File: config.mk
export PLATFORM = sky130hd
export DESIGN_NAME = viterbi_link_ctrl
export DESIGN_NICKNAME = d
export VERILOG_FILES = /design/src/rtl/viterbi_link_pkg.sv /design/src/rtl/link_delay_line.sv /design/src/rtl/viterbi_link_ctrl.sv
export SDC_FILE = /design/constraint.sdc
export NUM_CORES = 1
export LEC_CHECK = 0
export ABC_AREA = 1
export BUFFER_PORTS_ARGS = -buffer_cell sky130_fd_sc_hd__buf_2
export CORE_MARGIN = 3
export CORE_UTILIZATION = 26
export CTS_CLUSTER_SIZE = 25
export DETAILED_ROUTE_END_ITERATION = 10
export PLACE_DENSITY = 0.52
export SLEW_MARGIN = 20
export SYNTH_ARGS = -nofsm -noshare
export SYNTH_HDL_FRONTEND = slang
export SYNTH_SLANG_ARGS = --single-unit
File: constraint.sdc
create_clock -name clk -period 14.9 [get_ports clk]
set_input_delay 4.47 -clock clk [delete_from_list [all_inputs] [get_ports clk]]
set_output_delay 4.47 -clock clk [all_outputs]
set_load 0.005 [all_outputs]
File: src/rtl/viterbi_link_pkg.sv
// Shared types and constants for the Viterbi loopback link controller.
package viterbi_link_pkg;

    typedef enum logic [1:0] {
        IDLE  = 2'd0,
        RUN   = 2'd1,
        DRAIN = 2'd2,
        DONE  = 2'd3
    } state_t;

    localparam logic [6:0] PRBS_SEED     = 7'h7F;
    // x^7 + x^6 + 1: feedback from register bits 6 and 5
    localparam logic [6:0] PRBS_TAPS     = 7'b110_0000;
    localparam logic [1:0] INJ_MASK_BIT0 = 2'b01;

    function automatic logic [6:0] prbs_next(input logic [6:0] s);
        return {s[5:0], ^(s & PRBS_TAPS)};
    endfunction

endpackage

File: src/rtl/link_delay_line.sv
// Fixed-depth shift register of {tag, bit} pairs aligning source bits with decoder output.
module link_delay_line #(
    parameter int DEPTH = 32
) (
    input  logic clk,
    input  logic rst,
    input  logic clear,
    input  logic shift,
    input  logic tag_in,
    input  logic bit_in,
    output logic tag_out,
    output logic bit_out
);

    logic [DEPTH-1:0] tags;
    logic [DEPTH-1:0] bits;
    logic [DEPTH:0]   tags_ext;
    logic [DEPTH:0]   bits_ext;

    // Appending the input below the stored entries keeps DEPTH=1 legal.
    assign tags_ext = {tags, tag_in};
    assign bits_ext = {bits, bit_in};

    // NOTE: this storage is reset on purpose; a stale tag would be scored as a real compare.
    always_ff @(posedge clk or posedge rst) begin
        if (rst) begin
            tags <= '0;
            bits <= '0;
        end else if (clear) begin
            tags <= '0;
            bits <= '0;
        end else if (shift) begin
            // NOTE: non-blocking assignment makes every stage take its neighbour's old value.
            tags <= tags_ext[DEPTH-1:0];
            bits <= bits_ext[DEPTH-1:0];
        end
    end

    assign tag_out = tags[DEPTH-1];
    assign bit_out = bits[DEPTH-1];

endmodule

File: src/rtl/viterbi_link_ctrl.sv
// Loopback sequencer: PRBS-7 source, periodic channel error injection and decoded-bit scoreboard.
module viterbi_link_ctrl
    import viterbi_link_pkg::*;
#(
    parameter int N_BITS      = 256,
    parameter int INJ_PERIOD  = 8,
    parameter int DEC_LATENCY = 32,
    parameter int CNT_W       = 16
) (
    input  logic             clk,
    input  logic             rst,
    input  logic             start_i,
    input  logic             inj_en_i,
    output logic             enc_enable_o,
    output logic             enc_bit_o,
    input  logic             enc_valid_i,
    output logic [1:0]       inj_mask_o,
    output logic             dec_enable_o,
    input  logic             dec_bit_i,
    output logic             busy_o,
    output logic             done_o,
    output logic [CNT_W-1:0] good_cnt_o,
    output logic [CNT_W-1:0] bad_cnt_o,
    output logic [CNT_W-1:0] inj_cnt_o
);

    localparam int RUN_W   = $clog2(N_BITS + 1);
    localparam int DRAIN_W = $clog2(DEC_LATENCY + 2);
    localparam int INJ_W   = $clog2(INJ_PERIOD);

    localparam logic [RUN_W-1:0]   RUN_LAST   = RUN_W'(N_BITS - 1);
    localparam logic [DRAIN_W-1:0] DRAIN_LAST = DRAIN_W'(DEC_LATENCY);
    localparam logic [INJ_W-1:0]   INJ_LAST   = INJ_W'(INJ_PERIOD - 1);

    state_t             state_q;
    state_t             state_d;
    logic [RUN_W-1:0]   run_cnt;
    logic [DRAIN_W-1:0] drain_cnt;
    logic [INJ_W-1:0]   inj_phase;
    logic [6:0]         prbs;
    logic               inj_en_q;
    logic               done_seen;

    logic busy;
    logic sending;
    logic start_go;
    logic run_last;
    logic drain_last;
    logic inj_hit;
    logic dl_tag;
    logic dl_bit;
    logic cmp_en;

    assign busy       = (state_q == RUN) || (state_q == DRAIN);
    assign sending    = (state_q == RUN);
    assign start_go   = start_i && ((state_q == IDLE) || (state_q == DONE));
    assign run_last   = (run_cnt == RUN_LAST);
    assign drain_last = (drain_cnt == DRAIN_LAST);
    assign inj_hit    = busy && enc_valid_i && inj_en_q && (inj_phase == INJ_LAST);
    assign cmp_en     = busy && dl_tag;

    // ---------------- FSM: state register ----------------
    always_ff @(posedge clk or posedge rst) begin
        if (rst) begin
            state_q <= IDLE;
        end else begin
            state_q <= state_d;
        end
    end

    // ---------------- FSM: next state ----------------
    always_comb begin
        // NOTE: defaulting every comb output first is what keeps this block latch-free.
        state_d = state_q;
        case (state_q)
            IDLE, DONE: if (start_i)    state_d = RUN;
            RUN:        if (run_last)   state_d = DRAIN;
            DRAIN:      if (drain_last) state_d = DONE;
            default:                    state_d = IDLE;
        endcase
    end

    // ---------------- FSM: outputs ----------------
    always_comb begin
        enc_enable_o = sending;
        busy_o       = busy;
        done_o       = (state_q == DONE) && !done_seen;
        enc_bit_o    = sending & prbs[6];
        inj_mask_o   = inj_hit ? INJ_MASK_BIT0 : 2'b00;
    end

    // done_o pulses only on the first DONE cycle
    always_ff @(posedge clk or posedge rst) begin
        if (rst) begin
            done_seen <= 1'b0;
        end else begin
            done_seen <= (state_q == DONE);
        end
    end

    // ---------------- Sequencing: PRBS, run/drain length, injection phase ----------------
    always_ff @(posedge clk or posedge rst) begin
        if (rst) begin
            prbs      <= PRBS_SEED;
            run_cnt   <= '0;
            drain_cnt <= '0;
            inj_phase <= '0;
            inj_en_q  <= 1'b0;
        end else if (start_go) begin
            prbs      <= PRBS_SEED;
            run_cnt   <= '0;
            drain_cnt <= '0;
            inj_phase <= '0;
            inj_en_q  <= inj_en_i;
        end else begin
            if (sending) begin
                prbs    <= prbs_next(prbs);
                run_cnt <= run_cnt + 1'b1;
            end
            if (state_q == DRAIN) begin
                drain_cnt <= drain_cnt + 1'b1;
            end
            if (busy && enc_valid_i) begin
                inj_phase <= (inj_phase == INJ_LAST) ? '0 : inj_phase + 1'b1;
            end
        end
    end

    // Matches the one-cycle channel register between encoder and decoder.
    always_ff @(posedge clk or posedge rst) begin
        if (rst) begin
            dec_enable_o <= 1'b0;
        end else begin
            dec_enable_o <= enc_valid_i;
        end
    end

    // ---------------- Scoreboard ----------------
    link_delay_line #(
        .DEPTH (DEC_LATENCY)
    ) u_delay (
        .clk     (clk),
        .rst     (rst),
        .clear   (start_go),
        .shift   (busy),
        .tag_in  (sending),
        .bit_in  (enc_bit_o),
        .tag_out (dl_tag),
        .bit_out (dl_bit)
    );

    // Statistic counters saturate at all-ones rather than wrapping.
    always_ff @(posedge clk or posedge rst) begin
        if (rst) begin
            good_cnt_o <= '0;
            bad_cnt_o  <= '0;
            inj_cnt_o  <= '0;
        end else if (start_go) begin
            good_cnt_o <= '0;
            bad_cnt_o  <= '0;
            inj_cnt_o  <= '0;
        end else begin
            if (inj_hit && (inj_cnt_o != '1)) begin
                inj_cnt_o <= inj_cnt_o + 1'b1;
            end
            if (cmp_en) begin
                if (dec_bit_i == dl_bit) begin
                    if (good_cnt_o != '1) good_cnt_o <= good_cnt_o + 1'b1;
                end else begin
                    if (bad_cnt_o != '1) bad_cnt_o <= bad_cnt_o + 1'b1;
                end
            end
        end
    end

endmodule

# == Yosys cells after proc, flatten, opt, wreduce, memory -nomap -nowiden ==
# Cells that the tools add are included.
# word_totals
reg_bits,142
in_bits,6
output_inout_bits,55
wordCells,87
# op_classes
add_sub_neg,6
n_eq_ne,14
mux,28
bitwise_logic,1
n_reduce_logical,25
# op_table
operator,n
$mux W16,10
$mux W32,4
$add A16 B1 Y16 const B,3
$ne A16 B16 Y1 const B,3
$mux W9,2
$reduce_bool A2 Y1,9
$mux W7,2
$mux W6,2
$add A9 B1 Y9 const B,1
$eq A9 B8 Y1 const B,1
$mux W3,3
$reduce_and A3 Y1,3
$logic_and A1 B1 Y1,7
$reduce_xor A7 Y1,1
$add A6 B1 Y6 const B,1
$eq A6 B6 Y1 const B,1
$mux W2,3
$ne A2 B2 Y1 const B,3
$pmux W2 S3,1
$eq A2 B2 Y1 const B,2
$add A3 B1 Y3 const B,1
$eq A3 B3 Y1 const B,1
$eq A2 B1 Y1 const B,1
$logic_not A2 Y1,1
other kinds (7),8

# == Longest topological paths before layout ==
# Gate-level depths: netlist of run 1.
# depth
depth_word,8
ltp_mapped,10
mapped_depth_nobuf,9

# == Cells and area by module ==
# A second synthesis of run 1 with hierarchy kept.
# hier_totals
cells_unflattened,875
area_unflattened_um2,7148.1
# by_module_without_submodules
module,n_inst,cells_each,area_each_um2,seq_area_each_um2
viterbi_link_ctrl,1,597,4501.8,1960.6
link_delay_line,1,278,2646.3,1601.5

# == Worst setup path after synthesis of run 1 ==
# OpenSTA, ideal clock, no wires.
# synth_timing
path_kind,input-to-output
start,input enc_valid_i
end,output inj_mask_o[0]
arrival_ps,4830
required_time_ps,10430
slack_ps,5600
stages,3
n_path_buf,1
path_cell_list,nand2_1 > nor2_1 > buf_4
# synth_via
elab_chain_len,4
# synth_lines
item,line,text
from (decl),viterbi_link_ctrl.sv:16,"input logic enc_valid_i,"
$logic_and A1 B1 Y1 (3 in a row),viterbi_link_ctrl.sv:59,assign inj_hit = busy && enc_valid_i && inj_en_q && (inj_phase == INJ_LAST);
via inj_hit,viterbi_link_ctrl.sv:49,logic inj_hit;
$mux W1,viterbi_link_ctrl.sv:89,inj_mask_o = inj_hit ? INJ_MASK_BIT0 : 2'b00;
to (decl),viterbi_link_ctrl.sv:17,"output logic [1:0] inj_mask_o,"
# The timed path passes the listed nets, and every way through them passes these cells.

# == Final worst setup path of run 1 ==
# layout_timing
start,input enc_valid_i
end,output inj_mask_o[0]
# layout_via
elab_chain_len,4
# layout_lines
item,line
$logic_and A1 B1 Y1 (3 in a row),viterbi_link_ctrl.sv:59
$mux W1,viterbi_link_ctrl.sv:89
# Every way passes these cells.

==> impl_metrics.xml, run 1 <==
<?xml version="1.0" encoding="UTF-8"?>
<metrics>
  <group name="outcome">
    <metric name="status" unit="">finished clean</metric>
  </group>
  <group name="sta">
    <metric name="setup_repair_after_global_routing_missed_its_margin" unit="">no</metric>
    <metric name="final.setup_skew" unit="ns">0.0103</metric>
    <metric name="min_period_over_period" unit="%">63.7</metric>
    <metric name="setup_total_negative_slack" unit="ns">0</metric>
    <metric name="timing.final.hold_violations" unit="">0</metric>
    <metric name="finalCriticalPeriod" unit="ns">9.49</metric>
    <metric name="finalMaxSlewViolations" unit="">0</metric>
    <metric name="fmaxAchievable" unit="MHz">105</metric>
    <metric name="tightestPinTransition" unit="ns">0.876</metric>
    <metric name="timing.max_slew.rel_slack" unit="%">41.6</metric>
    <metric name="setup_failing_eps_final" unit="">0</metric>
  </group>
  <group name="yosys">
    <metric name="syn_area" unit="sq um">6790</metric>
    <metric name="asyncSetResetFlopFracSynth" unit="%">100</metric>
    <metric name="synth_seq_area_share" unit="%">52.5</metric>
    <metric name="postSynthRegisterBits" unit="">142</metric>
    <metric name="synthDominantCellAreaShare" unit="%">49.8</metric>
    <metric name="yosysUniqueCellTypes" unit="">34</metric>
    <metric name="synthCells" unit="">809</metric>
    <metric name="synth_top_cell_by_area" unit="">dfrtp_1</metric>
    <metric name="syn-mean-instance-area" unit="sq um">8.39</metric>
    <metric name="syn-num-nets" unit="">828</metric>
    <metric name="synth-edff-count" unit="">0</metric>
    <metric name="synthTopCellsByArea" unit="">dfrtp_1 (50%), nand2_1 (9.8%), inv_1 (6.5%)</metric>
    <metric name="ys_dominant_reg_cell" unit="">dfrtp_1</metric>
    <metric name="synthesis.yosys.warnings" unit="">0</metric>
  </group>
  <group name="detailed_routing">
    <metric name="detail_route.wl_per_cell" unit="um">12.4</metric>
    <metric name="via_count" unit="">5366</metric>
    <metric name="count_of_tritonroute_iterations_in_the_first_routing_pass" unit="">4</metric>
    <metric name="met3RoutedLength" unit="um">563</metric>
    <metric name="postRouteWirelength" unit="um">14900</metric>
    <metric name="routedLengthMet1" unit="um">7540</metric>
    <metric name="drc_violations_left" unit="">0</metric>
    <metric name="ant_nets" unit="">0</metric>
    <metric name="total_met2_wirelength_after_detailed_routing" unit="um">6560</metric>
    <metric name="highest_layer" unit="">met4</metric>
    <metric name="via_density_per_instance" unit="">4.48</metric>
    <metric name="initialDrtViolationCount" unit="">416</metric>
  </group>
  <group name="die">
    <metric name="fp-row-count" unit="">58</metric>
    <metric name="initial_utilization" unit="%">26.7</metric>
    <metric name="die_h" unit="um">168</metric>
    <metric name="die_w" unit="um">168</metric>
    <metric name="die_area" unit="sq um">28100</metric>
    <metric name="io_pins" unit="">61</metric>
    <metric name="core_region_area" unit="sq um">25400</metric>
  </group>
  <group name="setup_path">
    <metric name="max_fo_critical_path" unit="">5</metric>
    <metric name="critPathKind" unit="">in2out</metric>
    <metric name="worst_ep_arrival_time" unit="ns">5.02</metric>
    <metric name="reg2reg_slack" unit="ns">12.20</metric>
    <metric name="critPathLaunchType" unit="">primary input</metric>
    <metric name="timing.critical_path.cells" unit="">buf_2, nand2_1, nor2_1, buf_2</metric>
    <metric name="worst_setup_path_end_kind" unit="">output pin</metric>
    <metric name="number_of_buffer_and_inverter_instances_along_the_worst_setup_path" unit="">2</metric>
    <metric name="cp.required" unit="ns">10.43</metric>
    <metric name="cpPeakStageDelay" unit="ns">0.17</metric>
    <metric name="reg2reg_depth" unit="">8</metric>
    <metric name="cp_top_family" unit="">simple AND/OR/NAND/NOR gates</metric>
    <metric name="most_numerous_cell_on_the_critical_path" unit="">buf_2</metric>
    <metric name="r2r_end" unit="">state_q[1]</metric>
    <metric name="reg2reg_from" unit="">state_q[0]</metric>
    <metric name="crit_path_top_delay_cell" unit="">nor2_1</metric>
    <metric name="path_depth" unit="">4</metric>
  </group>
  <group name="grt">
    <metric name="grt_pass1_wl" unit="um">26000</metric>
    <metric name="antenna_violations_before_repair" unit="">0</metric>
    <metric name="grt.total_usage" unit="%">11.0</metric>
    <metric name="grt_pass1_vias" unit="">5218</metric>
    <metric name="grt_max_degree" unit="">95</metric>
    <metric name="grt-ovfl-total" unit="">0</metric>
  </group>
  <group name="final_layout">
    <metric name="layout_commonest_cell" unit="">nand2_1</metric>
    <metric name="mostFrequentLayoutCells" unit="">nand2_1 (175), dfrtp_1 (135), inv_1 (116)</metric>
    <metric name="post_route_cells_drive_above_1_share" unit="%">13.6</metric>
    <metric name="final_net_count" unit="">877</metric>
    <metric name="num_antenna_cells" unit="">0</metric>
    <metric name="layout-area-overhead-vs-synth" unit="%">17.6</metric>
    <metric name="final_area" unit="sq um">7980</metric>
    <metric name="fin_util" unit="%">31.4</metric>
  </group>
  <group name="pwr">
    <metric name="cellPowerDensity" unit="nW/um^2">161</metric>
    <metric name="vdd_ir_drop_max" unit="mV">0.178</metric>
    <metric name="total_leakage_power" unit="uW">0.00382</metric>
  </group>
  <group name="flow_run">
    <metric name="drv_cap" unit="">0</metric>
  </group>
  <group name="clock_network">
    <metric name="ctsResizeCount" unit="">0</metric>
    <metric name="clk_transition_reported_paths" unit="ns">0.06</metric>
    <metric name="clock_tree.root_cell" unit="">clkbuf_16</metric>
    <metric name="clock_tree.htree_level_count" unit="">4</metric>
    <metric name="clock_path_buffers" unit="">2</metric>
    <metric name="tritoncts" unit="">built</metric>
    <metric name="clk_latency" unit="ns">0.41</metric>
    <metric name="clkSinkCount" unit="">142</metric>
    <metric name="post-cts-setup-buffer-count" unit="">0</metric>
    <metric name="cts_buffers" unit="">17</metric>
    <metric name="cts.hold.buffers_added" unit="">0</metric>
  </group>
  <group name="placement">
    <metric name="detailed_place_hpwl" unit="um">9390</metric>
    <metric name="io_buffer_count" unit="">59</metric>
    <metric name="globalplace.congestion" unit="">0.805</metric>
    <metric name="detailed_place.area" unit="sq um">7390</metric>
  </group>
  <group name="worst_hold_path">
    <metric name="min_path_type" unit="">reg2reg</metric>
    <metric name="holdPathStages" unit="">1</metric>
    <metric name="hold_end" unit="">drain_cnt[4]</metric>
    <metric name="hold_path.startpoint" unit="">drain_cnt[4]</metric>
  </group>
</metrics>
==> where the power goes <==
part / total, uW / internal, uW / switching [uW]
clock network: 430 / 270 / 160
registers: 490 / 460 / 30.6
logic: 365 / 97.9 / 267
==> synthesized netlist by cell type (all sizes together), types with 2 or more instances <==
library cell / n
nand4: 21
o22ai: 62
dfstp: 7
ha: 13
nand2: 178
xor2: 11
nor3: 6
buf: 16
nor2: 66
dfrtp: 135
o21bai: 5
o21ai: 35
inv: 119
clkbuf: 17
xnor2: 9
o211ai: 2
nand3: 83
a21oi: 16
or2: 4
==> through the flow <==
step                total power (uW)  hold WS [ns]  setup slack (ns)  instances
detailed placement               866         0.461              5.41       1169
floorplan                        782         0.434              5.60        809
finish                          1290         0.464              5.41       1199
CTS                             1310         0.470              5.41       1199
global route                    1380         0.515              5.31       1199
global placement                 862         0.454              5.43       1169
==> how the worst max path moves through the flow <==
stage                      from            end  slack (ns)
global placement    enc_valid_i  inj_mask_o[0]        5.43
floorplan           enc_valid_i  inj_mask_o[0]        5.60
CTS                 enc_valid_i  inj_mask_o[0]        5.41
global route        enc_valid_i  inj_mask_o[0]        5.31
finish              enc_valid_i  inj_mask_o[0]        5.41
detailed placement  enc_valid_i  inj_mask_o[0]        5.41
==> state kept, by name, summed over array words and instances, names as in the netlist <==
name	count
inj_phase	3
bad_cnt_o	16
good_cnt_o	16
drain_cnt	6
inj_cnt_o	16
run_cnt	9
done_seen	1
u_delay.bits	32
state_q	2
dec_enable_o	1
inj_en_q	1
u_delay.tags	32
prbs	7
==> final cells by class <==
cell class              instances  area, sq um
flip-flops and latches        142         3560
inverters                     119          452
multi-input cells             515         2640
clock buffers                  20          457
well taps                     330          413
clock inverters                10          139
fillers                      2675        17400
repair buffers                 63          325
==> kinds of logic after synthesis <==
kind of cell / synth area share, %
and+or+nand+nor: 23.0
AOI/OAI and AO/OA: 10.6
buffers and inverters: 8.90
other: 0.0552
adders and majority gates: 2.40
DFF: 52.5
xor gates and xnor gates: 2.58
==> routing by layer <==
metal	global-route usage, %	vias to the layer above
met5	0	-
met4	3.20	0
met3	2.88	20
met2	16.8	86
met1	15.3	2521
li1	-	2739
(Power assumes the default switching activity.)
==> inputs of run 2 (changes only) <==
Clock period 14.9 ns to 9.38 ns, I/O delays scaled along.
==> run 2 against run 1 <==
Effect of this change:
- hold slack improved by 0.0068 ns
- first-iteration DRC count shrank 11%
- sequential share of layout area about the same
- critical path type unchanged
- via count grew 0.73%
- die area unchanged
- register-to-register slack got worse by 5.6 ns
- largest power group unchanged
- clock skew is 0.00054 ns lower
- clock power rose by 58%
- final cell count increased by 0.17%
- routed wire length increased by 0.89%
==> impl_metrics.xml, run 2 (synthesis gave the netlist of run 1 again) <==
<?xml version="1.0" encoding="UTF-8"?>
<metrics>
  <group name="grt">
    <metric name="antenna_violations_before_repair" unit="">1</metric>
    <metric name="grt_max_degree" unit="">94</metric>
    <metric name="grt.total_usage" unit="%">11.1</metric>
    <metric name="grt-ovfl-total" unit="">0</metric>
    <metric name="grt_pass1_vias" unit="">5272</metric>
    <metric name="grt_pass1_wl" unit="um">26000</metric>
  </group>
  <group name="final_layout">
    <metric name="mostFrequentLayoutCells" unit="">nand2_1 (175), dfrtp_1 (135), inv_1 (116)</metric>
    <metric name="final_net_count" unit="">877</metric>
    <metric name="layout-area-overhead-vs-synth" unit="%">17.6</metric>
    <metric name="filler_cell_count" unit="">2694</metric>
    <metric name="fin_cells" unit="">1201</metric>
    <metric name="final_area" unit="sq um">7980</metric>
    <metric name="layout_commonest_cell" unit="">nand2_1</metric>
    <metric name="post_route_cells_drive_above_1_share" unit="%">13.5</metric>
    <metric name="regArea" unit="sq um">3560</metric>
    <metric name="reg_top3" unit="">u_delay.bits x32, u_delay.tags x32</metric>
    <metric name="num_antenna_cells" unit="">0</metric>
    <metric name="multiInputGateArea" unit="sq um">2640</metric>
  </group>
  <group name="pwr">
    <metric name="total_leakage_power" unit="uW">0.00382</metric>
    <metric name="cellPowerDensity" unit="nW/um^2">256</metric>
    <metric name="vdd_ir_drop_max" unit="mV">0.170</metric>
  </group>
  <group name="flow_run">
    <metric name="drv_cap" unit="">0</metric>
  </group>
  <group name="setup_path">
    <metric name="number_of_buffer_and_inverter_instances_along_the_worst_setup_path" unit="">2</metric>
    <metric name="cpPeakStageDelay" unit="ns">0.17</metric>
    <metric name="critPathLaunchType" unit="">primary input</metric>
    <metric name="reg2reg_slack" unit="ns">6.63</metric>
    <metric name="r2r_end" unit="">bad_cnt_o[4]</metric>
    <metric name="crit_path_top_delay_cell" unit="">nor2_1</metric>
    <metric name="reg2reg_from" unit="">state_q[0]</metric>
    <metric name="cp_top_family" unit="">simple AND/OR/NAND/NOR gates</metric>
    <metric name="reg2reg_depth" unit="">8</metric>
    <metric name="critPathKind" unit="">in2out</metric>
    <metric name="most_numerous_cell_on_the_critical_path" unit="">buf_2</metric>
    <metric name="worst_ep_arrival_time" unit="ns">3.36</metric>
    <metric name="timing.critical_path.cells" unit="">buf_2, nand2_1, nor2_1, buf_2</metric>
    <metric name="cp.required" unit="ns">6.57</metric>
    <metric name="max_fo_critical_path" unit="">5</metric>
    <metric name="worst_setup_path_end_kind" unit="">output pin</metric>
  </group>
  <group name="sta">
    <metric name="finalWorstSetupSlack" unit="ns">3.21</metric>
    <metric name="fmaxAchievable" unit="MHz">162</metric>
    <metric name="final.setup_skew" unit="ns">0.00976</metric>
    <metric name="finalMaxSlewViolations" unit="">0</metric>
    <metric name="timing.final.hold_violations" unit="">0</metric>
    <metric name="setup_repair_after_global_routing_missed_its_margin" unit="">no</metric>
    <metric name="setup_failing_eps_final" unit="">0</metric>
    <metric name="min_period_over_period" unit="%">65.8</metric>
    <metric name="finalCriticalPeriod" unit="ns">6.17</metric>
    <metric name="tightestPinTransition" unit="ns">0.857</metric>
    <metric name="timing.max_slew.rel_slack" unit="%">42.9</metric>
    <metric name="setup_total_negative_slack" unit="ns">0</metric>
    <metric name="worst_hold_slack" unit="ns">0.471</metric>
  </group>
  <group name="clock_network">
    <metric name="clkSinkCount" unit="">142</metric>
    <metric name="clk_latency" unit="ns">0.42</metric>
    <metric name="clock_tree.htree_level_count" unit="">4</metric>
    <metric name="tritoncts" unit="">built</metric>
    <metric name="clk_transition_reported_paths" unit="ns">0.06</metric>
    <metric name="post-cts-setup-buffer-count" unit="">0</metric>
    <metric name="cts.hold.buffers_added" unit="">0</metric>
    <metric name="ctsResizeCount" unit="">0</metric>
    <metric name="cts_buffers" unit="">17</metric>
    <metric name="clock_path_buffers" unit="">2</metric>
    <metric name="clock_tree.root_cell" unit="">clkbuf_16</metric>
  </group>
  <group name="detailed_routing">
    <metric name="via_count" unit="">5405</metric>
    <metric name="via_density_per_instance" unit="">4.50</metric>
    <metric name="count_of_tritonroute_iterations_in_the_first_routing_pass" unit="">4</metric>
    <metric name="drc_violations_left" unit="">0</metric>
    <metric name="detail_route.wl_per_cell" unit="um">12.5</metric>
    <metric name="initialDrtViolationCount" unit="">372</metric>
    <metric name="ant_nets" unit="">0</metric>
    <metric name="postRouteWirelength" unit="um">15000</metric>
  </group>
  <group name="die">
    <metric name="core_region_area" unit="sq um">25400</metric>
    <metric name="die_area" unit="sq um">28100</metric>
    <metric name="io_pins" unit="">61</metric>
    <metric name="fp-row-count" unit="">58</metric>
    <metric name="die_w" unit="um">168</metric>
    <metric name="die_h" unit="um">168</metric>
    <metric name="initial_utilization" unit="%">26.7</metric>
  </group>
  <group name="placement">
    <metric name="globalplace.congestion" unit="">0.797</metric>
    <metric name="placed_cells_incl_taps" unit="">1169</metric>
    <metric name="detailed_place.area" unit="sq um">7390</metric>
    <metric name="preCtsSetupSlack" unit="ns">3.21</metric>
    <metric name="detailed_place_hpwl" unit="um">9460</metric>
    <metric name="io_buffer_count" unit="">59</metric>
  </group>
  <group name="worst_hold_path">
    <metric name="min_path_type" unit="">reg2reg</metric>
    <metric name="hold_end" unit="">drain_cnt[4]</metric>
    <metric name="holdPathStages" unit="">1</metric>
    <metric name="hold_path.startpoint" unit="">drain_cnt[4]</metric>
  </group>
  <group name="outcome">
    <metric name="status" unit="">finished clean</metric>
  </group>
</metrics>
run 2: changes by cell type in the layout (fill, tap and decap cells not counted):
cell and change:
clkbuf_1 +2, clkbuf_8 -1, clkinv_2 +1, clkinv_4 +1, inv_6 -1
run 2: layout make-up:
type | instances | share of cell area [%]
multi-input cells | 515 | 33.0
flip-flops and latches | 142 | 44.6
repair buffers | 63 | 4.08
well taps | 330 | 5.17
inverters | 119 | 5.66
clock buffers | 21 | 5.64
clock inverters | 11 | 1.80
run 2: worst max-delay path by stage:
stage / start / end / depth (start not counted) / slack [ns]
after floorplan: rst / bad_cnt_o[0] / 1 / 2.77
after global placement: enc_valid_i / inj_mask_o[0] / 4 / 3.22
after detailed placement: enc_valid_i / inj_mask_o[0] / 4 / 3.21
after CTS: enc_valid_i / inj_mask_o[0] / 4 / 3.21
after global routing: enc_valid_i / inj_mask_o[0] / 4 / 3.11
final: enc_valid_i / inj_mask_o[0] / 4 / 3.21
run 2: per-stage QoR:
stage / power [uW] / util (%)
after detailed placement: 1380 / 29.1
final: 2040 / 31.4
after CTS: 2080 / 31.4
after global routing: 2190 / 31.4
after floorplan: 1240 / -
after global placement: 1370 / 29.1
run 2: worst register-to-register path, cell delays in order, from the launching register on:
cell	delay, ns
dfrtp_1	0.42
inv_1	0.08
ha_2	0.26
buf_4	0.34
nand2_2	0.23
buf_4	0.71
o21ai_1	0.39
nand2_1	0.13
o21ai_0	0.08
run 2: layer usage:
metal  part of all wire (%)  track usage (%)
met2                     44             16.9
met1                     51             15.1
met4                    1.2             3.91
met5                  0.087                0
met3                    4.3             3.19
run 2: report_power, final:
part | internal (uW) | switching [uW] | total [uW]
sequential | 730 | 50.0 | 780
combinational | 155 | 429 | 584
clock | 424 | 254 | 678
total | 1310 | 733 | 2040
==> inputs of run 3 (changes only) <==
Settings changed: ABC_AREA 1 to 0.
Clock period 9.38 ns to 5.8 ns, I/O delays scaled along.
==> run 3 against run 2 <==
Effect of this change:
- die area fell by 2.8%
- via count is 10% lower
- core utilization up 0.079 points
- power rose by 45%
==> impl_metrics.xml, run 3 <==
<?xml version="1.0" encoding="UTF-8"?>
<metrics>
  <group name="detailed_routing">
    <metric name="count_of_tritonroute_iterations_in_the_first_routing_pass" unit="">4</metric>
    <metric name="drc_violations_left" unit="">0</metric>
    <metric name="ant_nets" unit="">0</metric>
    <metric name="detail_route.wl_per_cell" unit="um">13.6</metric>
    <metric name="via_density_per_instance" unit="">4.74</metric>
    <metric name="postRouteWirelength" unit="um">13900</metric>
    <metric name="via_count" unit="">4847</metric>
    <metric name="initialDrtViolationCount" unit="">424</metric>
  </group>
  <group name="die">
    <metric name="io_pins" unit="">61</metric>
    <metric name="die_w" unit="um">165</metric>
    <metric name="die_area" unit="sq um">27300</metric>
    <metric name="initial_utilization" unit="%">26.8</metric>
    <metric name="core_region_area" unit="sq um">24600</metric>
    <metric name="die_h" unit="um">165</metric>
    <metric name="fp-row-count" unit="">57</metric>
  </group>
  <group name="pwr">
    <metric name="power_frac_seq" unit="%">39.4</metric>
    <metric name="vdd_ir_drop_max" unit="mV">0.300</metric>
    <metric name="p_int" unit="uW">1920</metric>
    <metric name="combinational_power_share" unit="%">25.7</metric>
    <metric name="cellPowerDensity" unit="nW/um^2">383</metric>
    <metric name="power.share.clock" unit="%">34.9</metric>
    <metric name="p_switching" unit="uW">1050</metric>
    <metric name="power.switching_fraction" unit="%">35.3</metric>
    <metric name="total_leakage_power" unit="uW">0.00341</metric>
  </group>
  <group name="setup_path">
    <metric name="worst_setup_path_end_kind" unit="">output pin</metric>
    <metric name="most_numerous_cell_on_the_critical_path" unit="">buf_2</metric>
    <metric name="timing.critical_path.cells" unit="">buf_2, nand4_1, inv_1, buf_2</metric>
    <metric name="crit_path_top_delay_cell" unit="">nand4_1</metric>
    <metric name="cp.required" unit="ns">4.06</metric>
    <metric name="number_of_buffer_and_inverter_instances_along_the_worst_setup_path" unit="">3</metric>
    <metric name="cpPeakStageDelay" unit="ns">0.37</metric>
    <metric name="max_fo_critical_path" unit="">9</metric>
    <metric name="worst_ep_arrival_time" unit="ns">2.60</metric>
    <metric name="critPathLaunchType" unit="">primary input</metric>
    <metric name="critPathKind" unit="">in2out</metric>
    <metric name="cp_top_family" unit="">buffers and inverters</metric>
  </group>
  <group name="sta">
    <metric name="timing.max_slew.rel_slack" unit="%">49.9</metric>
    <metric name="tightestPinTransition" unit="ns">0.748</metric>
    <metric name="setup_failing_eps_final" unit="">0</metric>
    <metric name="setup_total_negative_slack" unit="ns">0</metric>
    <metric name="fmaxAchievable" unit="MHz">231</metric>
    <metric name="finalWorstSetupSlack" unit="ns">1.46</metric>
    <metric name="final.setup_skew" unit="ns">0.00762</metric>
    <metric name="finalCriticalPeriod" unit="ns">4.34</metric>
    <metric name="finalMaxSlewViolations" unit="">0</metric>
    <metric name="setup_repair_after_global_routing_missed_its_margin" unit="">no</metric>
    <metric name="timing.final.hold_violations" unit="">0</metric>
    <metric name="min_period_over_period" unit="%">74.8</metric>
  </group>
  <group name="yosys">
    <metric name="synthesis.yosys.warnings" unit="">0</metric>
    <metric name="ys_dominant_reg_cell" unit="">dfrtp_1</metric>
    <metric name="yosys.cell_count.top_type" unit="">dfrtp_1</metric>
    <metric name="asyncSetResetFlopFracSynth" unit="%">100</metric>
    <metric name="syn-num-nets" unit="">659</metric>
    <metric name="synth_seq_area_share" unit="%">54.0</metric>
    <metric name="yosysUniqueCellTypes" unit="">55</metric>
    <metric name="syn_area" unit="sq um">6600</metric>
    <metric name="synth_top_cell_by_area" unit="">dfrtp_1</metric>
    <metric name="postSynthRegisterBits" unit="">142</metric>
    <metric name="syn-mean-instance-area" unit="sq um">10.3</metric>
    <metric name="synth-edff-count" unit="">0</metric>
    <metric name="synthTopCellsByArea" unit="">dfrtp_1 (51%), o2bb2ai_1 (8.1%), nand2_1 (6.1%)</metric>
    <metric name="synthDominantCellAreaShare" unit="%">51.2</metric>
    <metric name="synth_common_cells" unit="">dfrtp_1 (135), nand2_1 (108), o2bb2ai_1 (61)</metric>
    <metric name="synthCells" unit="">640</metric>
  </group>
  <group name="placement">
    <metric name="globalplace.congestion" unit="">0.769</metric>
    <metric name="preCtsSetupSlack" unit="ns">1.46</metric>
    <metric name="detailed_place_hpwl" unit="um">8750</metric>
    <metric name="io_buffer_count" unit="">59</metric>
  </group>
  <group name="grt">
    <metric name="grt-ovfl-total" unit="">0</metric>
    <metric name="grt_pass1_wl" unit="um">23500</metric>
    <metric name="antenna_violations_before_repair" unit="">1</metric>
    <metric name="grt.total_usage" unit="%">10.6</metric>
    <metric name="grt_pass1_vias" unit="">4644</metric>
    <metric name="grt_max_degree" unit="">71</metric>
  </group>
  <group name="clock_network">
    <metric name="clock_tree.root_cell" unit="">clkbuf_16</metric>
    <metric name="clk_latency" unit="ns">0.42</metric>
    <metric name="ctsResizeCount" unit="">0</metric>
    <metric name="cts.hold.buffers_added" unit="">0</metric>
    <metric name="clock_tree.htree_level_count" unit="">4</metric>
    <metric name="tritoncts" unit="">built</metric>
    <metric name="clk_transition_reported_paths" unit="ns">0.06</metric>
    <metric name="cts_buffers" unit="">17</metric>
    <metric name="clkSinkCount" unit="">142</metric>
    <metric name="clock_path_buffers" unit="">2</metric>
    <metric name="post-cts-setup-buffer-count" unit="">0</metric>
  </group>
  <group name="final_layout">
    <metric name="filler_cell_count" unit="">2509</metric>
    <metric name="post_route_cells_drive_above_1_share" unit="%">16.9</metric>
    <metric name="layout_commonest_cell" unit="">dfrtp_1</metric>
    <metric name="final_net_count" unit="">705</metric>
    <metric name="reg_top3" unit="">u_delay.bits x32, u_delay.tags x32</metric>
    <metric name="mostFrequentLayoutCells" unit="">dfrtp_1 (135), nand2_1 (108), o2bb2ai_1 (61)</metric>
    <metric name="layout-area-overhead-vs-synth" unit="%">17.5</metric>
    <metric name="num_antenna_cells" unit="">0</metric>
  </group>
  <group name="worst_hold_path">
    <metric name="min_path_type" unit="">reg2reg</metric>
  </group>
  <group name="outcome">
    <metric name="status" unit="">finished clean</metric>
  </group>
  <group name="flow_run">
    <metric name="drv_cap" unit="">0</metric>
  </group>
</metrics>
run 3: kinds of logic (layout without fill, tap and decap cells):
kind of cell,count (synthesis),after routing,synth area share (%)
simple gates,240,240,17.1
flops,142,142,54.0
compound gates,137,137,16.1
buf+inv,61,119,3.85
xor+xnor,30,30,3.98
mux,16,16,2.47
fa+ha+maj,13,13,2.47
other cells,1,1,0.0568
run 3: power groups by stage:
| stage | sequential, uW | combinational, uW | clock (uW) |
|---|---|---|---|
| floorplan | 1170 | 577 | 0 |
| global placement | 1190 | 783 | 0 |
| detailed placement | 1190 | 781 | 0 |
| CTS | 1170 | 780 | 1070 |
| global route | 1180 | 861 | 1110 |
| finish | 1170 | 764 | 1040 |
run 3: worst reg2reg max path, stage by stage, from the launching register on:
cell and delay (ns):
dfrtp_1 0.43, inv_1 0.08, ha_2 0.30, buf_4 0.34, nand2b_1 0.37, nor2_1 0.58
o21ai_2 0.27, o211ai_1 0.23, o31ai_1 0.09
run 3: final timing paths:
path	start	to	slack [ns]	cells past startpoint
setup / recovery	enc_valid_i	inj_mask_o[0]	1.46	4
hold / removal	u_delay.bits[11]	u_delay.bits[12]	0.47	1
setup reg to reg	state_q[0]	good_cnt_o[6]	2.99	8
hold reg to reg	u_delay.bits[11]	u_delay.bits[12]	0.47	1
max in group asynchronous	rst	bad_cnt_o[13]	3.37	3
min in group asynchronous	rst	dec_enable_o	1.41	2
run 3: metal layers:
layer / track usage, % / vias to the layer above / part of all wire [%]
li1: - / 2385 / -
met1: 14.2 / 2342 / 49
met2: 16.3 / 97 / 44
met3: 3.07 / 21 / 4.7
met4: 3.70 / 2 / 1.8
met5: 0 / - / 0.093
run 3: final cells by class:
type	count	area (sq um)	share of cell area [%]
clock buffer	22	474	6.12
clock inverter	9	85.1	1.10
inverter	20	80.1	1.03
multi-input combinational	437	2780	35.9
sequential	142	3560	45.9
tap	324	405	5.23
timing repair buffer	68	363	4.68
run 3: stage by stage:
stage	area, sq um	power [uW]	utilization, %	hold slack [ns]	std cells
5_1_grt	7750	3160	31.5	0.489	1022
3_5_place_dp	7190	1970	29.2	0.465	991
3_3_place_gp	7190	1970	29.2	0.461	991
2_1_floorplan	6600	1750	-	0.446	640
4_1_cts	7750	3020	31.5	0.478	1022
6_report	7750	2970	31.5	0.475	1022
